<file path="src/rtl/fifo_rd_ctrl.sv">
// Read-side pointer/empty controller of the async FIFO (rclk domain); optional macro RD_LEVEL_EN adds fill level and almost-empty.
// Latency: rempty/rptr update on the same rclk edge as the pop; backpressure: pops are ignored while empty and flagged as underflow.
module fifo_rd_ctrl #(
    parameter int ADDRSIZE  = 4,
    parameter int AE_THRESH = 1
) (
    input  logic                rclk,
    input  logic                rrst_n,
    input  logic                rinc,
    input  logic                runderflow_clr,
    input  logic [ADDRSIZE:0]   rq2_wptr,
    output logic [ADDRSIZE-1:0] raddr,
    output logic [ADDRSIZE:0]   rptr,
    output logic                rempty,
    output logic                runderflow,
    output logic [ADDRSIZE:0]   rd_level,
    output logic                ralmost_empty
);

    logic [ADDRSIZE:0] r_rbin;
    logic [ADDRSIZE:0] r_rptr;
    logic              r_rempty;
    logic              r_runderflow;

    logic              w_rd_vld;
    logic [ADDRSIZE:0] w_rbinnext;
    logic [ADDRSIZE:0] w_rgraynext;

    assign w_rd_vld    = rinc & ~r_rempty;
    assign w_rbinnext  = r_rbin + {{ADDRSIZE{1'b0}}, w_rd_vld};
    assign w_rgraynext = (w_rbinnext >> 1) ^ w_rbinnext;

    // Compare against the new Gray pointer so the flag never lags the emptying pop.
    always_ff @(posedge rclk or negedge rrst_n) begin
        if (!rrst_n) begin
            r_rbin   <= '0;
            r_rptr   <= '0;
            r_rempty <= 1'b1;
        end else begin
            r_rbin   <= w_rbinnext;
            r_rptr   <= w_rgraynext;
            r_rempty <= (w_rgraynext == rq2_wptr);
        end
    end

    always_ff @(posedge rclk or negedge rrst_n) begin
        if (!rrst_n) begin
            r_runderflow <= 1'b0;
        end else if (rinc & r_rempty) begin
            r_runderflow <= 1'b1;
        end else if (runderflow_clr) begin
            r_runderflow <= 1'b0;
        end
    end

    assign raddr      = r_rbin[ADDRSIZE-1:0];
    assign rptr       = r_rptr;
    assign rempty     = r_rempty;
    assign runderflow = r_runderflow;

`ifdef RD_LEVEL_EN
    localparam logic [ADDRSIZE:0] AE_LVL = AE_THRESH[ADDRSIZE:0];

    logic [ADDRSIZE:0] w_wbin;
    logic [ADDRSIZE:0] w_level;
    logic [ADDRSIZE:0] r_rd_level;
    logic              r_ralmost_empty;

    // Gray-to-binary: each bit is the XOR of itself and all higher Gray bits.
    always_comb begin
        w_wbin = '0;
        for (int i = 0; i <= ADDRSIZE; i++) begin
            w_wbin[i] = ^(rq2_wptr >> i);
        end
    end

    assign w_level = w_wbin - w_rbinnext;

    always_ff @(posedge rclk or negedge rrst_n) begin
        if (!rrst_n) begin
            r_rd_level      <= '0;
            r_ralmost_empty <= 1'b1;
        end else begin
            r_rd_level      <= w_level;
            r_ralmost_empty <= (w_level <= AE_LVL);
        end
    end

    assign rd_level      = r_rd_level;
    assign ralmost_empty = r_ralmost_empty;
`else
    // With the level held at zero, zero <= threshold always holds.
    localparam bit AE_TIE = (AE_THRESH >= 0);

    assign rd_level      = '0;
    assign ralmost_empty = AE_TIE;
`endif

endmodule

</file>
<file path="config.mk">
export PLATFORM = sky130hd
export DESIGN_NAME = fifo_rd_ctrl
export DESIGN_NICKNAME = d
export VERILOG_FILES = /design/src/rtl/fifo_rd_ctrl.sv
export SDC_FILE = /design/constraint.sdc
export NUM_CORES = 1
export LEC_CHECK = 0
export ABC_AREA = 1
export BUFFER_PORTS_ARGS = -buffer_cell sky130_fd_sc_hd__buf_2
export CORE_UTILIZATION = 30
export CTS_BUF_LIST = sky130_fd_sc_hd__clkbuf_8
export DETAILED_ROUTE_END_ITERATION = 7
export GPL_ROUTABILITY_DRIVEN = 0
export RECOVER_POWER = 50
export SLEW_MARGIN = 30
export SYNTH_ARGS = -nofsm -noshare
export SYNTH_HDL_FRONTEND = slang
export SYNTH_SLANG_ARGS = --single-unit
</file>
<file path="constraint.sdc">
create_clock -name rclk -period 2.52 [get_ports rclk]
set_clock_uncertainty 0.05 [all_clocks]
set_input_delay 0.252 -clock rclk [delete_from_list [all_inputs] [get_ports rclk]]
set_output_delay 0.252 -clock rclk [all_outputs]
set_load 0.1 [all_outputs]
</file>
==> impl_metrics.py <==
metrics = {
    "yosys": {
        "ys_seq_elements": 11,
        "syn-cell-area_sq_um": 647,
        "yosysWarnings": 0,
        "avgSynthCellArea_sq_um": 7.52,
        "ys_seq_area_share_pct": 42.7,
        "synth_cells": 86,
        "ys_types": 14,
    },
    "route": {
        "vias_per_cell": 4.37,
        "ant_nets": 0,
        "vias": 590,
        "routed_wirelength_mm": 1.22,
        "first_pass_iters": 4,
        "drc": 0,
        "drt-initial-drc-count": 13,
        "detail_route.wl_per_cell_microns": 9.00,
    },
    "timing": {
        "finalMaxSlewViolations": 0,
        "finalHoldViolations": 0,
        "fin_ws_ns": 0.585,
        "layout_min_cycle_time_ns": 1.93,
        "fmax_mhz": 517,
        "setup_viol": 0,
        "finalSetupTns_ns": 0,
        "worst_pin_slew_ns": 1.16,
        "rsz0062_at_grt": "no",
        "hold_slack_ns": 0.161,
        "max_slew_margin_pct": 22.7,
        "period_share_pct": 76.8,
    },
    "placed_design": {
        "dpl.hpwl_microns": 992,
        "placedInstanceArea_sq_um": 746,
        "portBuffers": 19,
        "detailedPlace.worstSlack_ns": 0.608,
    },
    "floorplan": {
        "die_w_microns": 48.4,
        "io_pins": 26,
        "core_sq_mm": 0.00200,
        "row_count": 16,
        "die_h_microns": 48.4,
        "die-area_sq_mm": 0.00235,
        "start_util_pct": 32.3,
    },
    "finish": {
        "layout-drive-gt1-share_pct": 25.9,
        "final_area_sq_um": 796,
        "nNetsFinal": 120,
        "area_delta_synth_final_pct": 23.0,
        "antenna_cells": 0,
    },
    "worst_setup_path": {
        "endpoint_kind": "flop",
        "crit_path_start_kind": "flop",
        "worstPathMaxFanout": 5,
        "crit_type": "flop to flop",
        "worstPathRequired_ns": 2.64,
        "critPathArrivalTime_ns": 2.06,
    },
    "global_routing": {
        "gr-total-overflow": 0,
        "grt_util_all_layers_pct": 12.1,
        "grt_start_max_net_pins": 12,
        "grt_pass1_vias": 521,
        "antenna_found_initial": 0,
        "grt_first_pass_wirelength_mm": 2.13,
    },
    "clocking": {
        "cts_tree": "done",
        "clk_latency_ns": 0.23,
        "cts_buffers": 3,
        "cts.path.max_buffers": 2,
        "cts.htree.levels": 1,
        "root_buffer": "clkbuf_8",
        "post_cts_resized": 0,
        "clk_pin_slew_ns": 0.05,
        "clock_sinks": 11,
    },
    "job": {
        "max_cap_violations": 0,
    },
    "worst_hold_path": {
        "hp-class": "input port to flop",
    },
    "status": {
        "status": "completed",
    },
}
[per-stage QoR]
stage	utilization, %	std cells
after CTS	40.0	135
after detailed placement	37.3	130
after global routing	39.8	135
after floorplan	-	90
after global placement	37.3	130
final	39.8	135
[path summary, 6_finish.rpt]
path                                    to           start  depth (start not counted)  slack (ns)
min in group asynchronous       runderflow          rrst_n                          2        0.48
worst min-delay path            runderflow  runderflow_clr                          2        0.16
worst max register to register      rempty          rempty                         12        0.59
max in group asynchronous        r_rbin[4]          rrst_n                          2        1.56
worst max-delay path                rempty          rempty                         12        0.59
worst min register to register  runderflow      runderflow                          2        0.48
[area by class of cell]
type	count	area [sq um]
clock buffer	3	41.3
timing repair buffer	20	100
tap	27	33.8
multi-input combinational	59	288
sequential	11	277
inverter	14	52.6
clock inverter	1	3.75
fill	215	1210
[sequential cells by signal (all words and copies together) (netlist names)]
register / count
runderflow: 1
r_rbin: 5
rempty: 1
rptr: 4
[critical path, stage by stage, from the launching register on]
cell,delay (ns)
dfstp_1,0.53
nor2_1,0.06
ha_1,0.22
ha_1,0.35
inv_1,0.12
nand2_1,0.07
nand2_1,0.08
nand2_1,0.05
nand2_1,0.05
nand3_1,0.07
nor2_1,0.09
nand2_1,0.05
nor2_1,0.08
[synth_stat cells]
library cell	number	area (sq um)
dfrtp_1	10	250
nor2_1	3	11.3
nand3_1	13	65.1
ha_1	2	25.0
nand2_2	8	50.1
dfstp_2	1	26.3
inv_2	2	7.51
nand2_1	22	82.6
buf_4	6	45.0
o21ai_0	1	5.00
nand4_1	3	18.8
conb_1	2	7.51
nand3b_1	1	7.51
inv_1	12	45.0
[repair_timing]
item                                    CTS  global route
hold endpoints to repair                 10             0
hold buffers                              1             0
setup buffers                             0             0
endpoints found under the setup margin    0             0
[layer usage]
metal / vias up / global-route usage [%] / part of all wire, %
met2: 24 / 18.5 / 47
li1: 301 / - / -
met5: - / 0 / 0
met3: 3 / 4.72 / 7.2
met1: 262 / 14.7 / 44
met4: 0 / 6.37 / 1.5
[cell usage in the layout (no fill, tap or decap), drive strengths merged]
cell type and count:
inv 15, o21ai 1, nand2 30, nor2 3, dfstp 1, ha 2, dlygate4sd3 1, buf 15
clkbuf 7, nand4 3, nand3 13, conb 6, dfrtp 10, nand3b 1
[cells by family (layout without fill, tap and decap cells)]
| logic type | count (synthesis) | count (layout) | synth area share, % |
|---|---|---|---|
| buffers and inverters | 20 | 38 | 15.1 |
| AND/OR/NAND/NOR | 50 | 50 | 36.4 |
| adder cells (fa/ha/maj) | 2 | 2 | 3.87 |
| AO/OA/AOI/OAI | 1 | 1 | 0.773 |
| flip-flops | 11 | 11 | 42.7 |
| other | 2 | 6 | 1.16 |
Power is not shown: default switching activity piles up to over one toggle a cycle in this logic, so the estimate is an artifact.
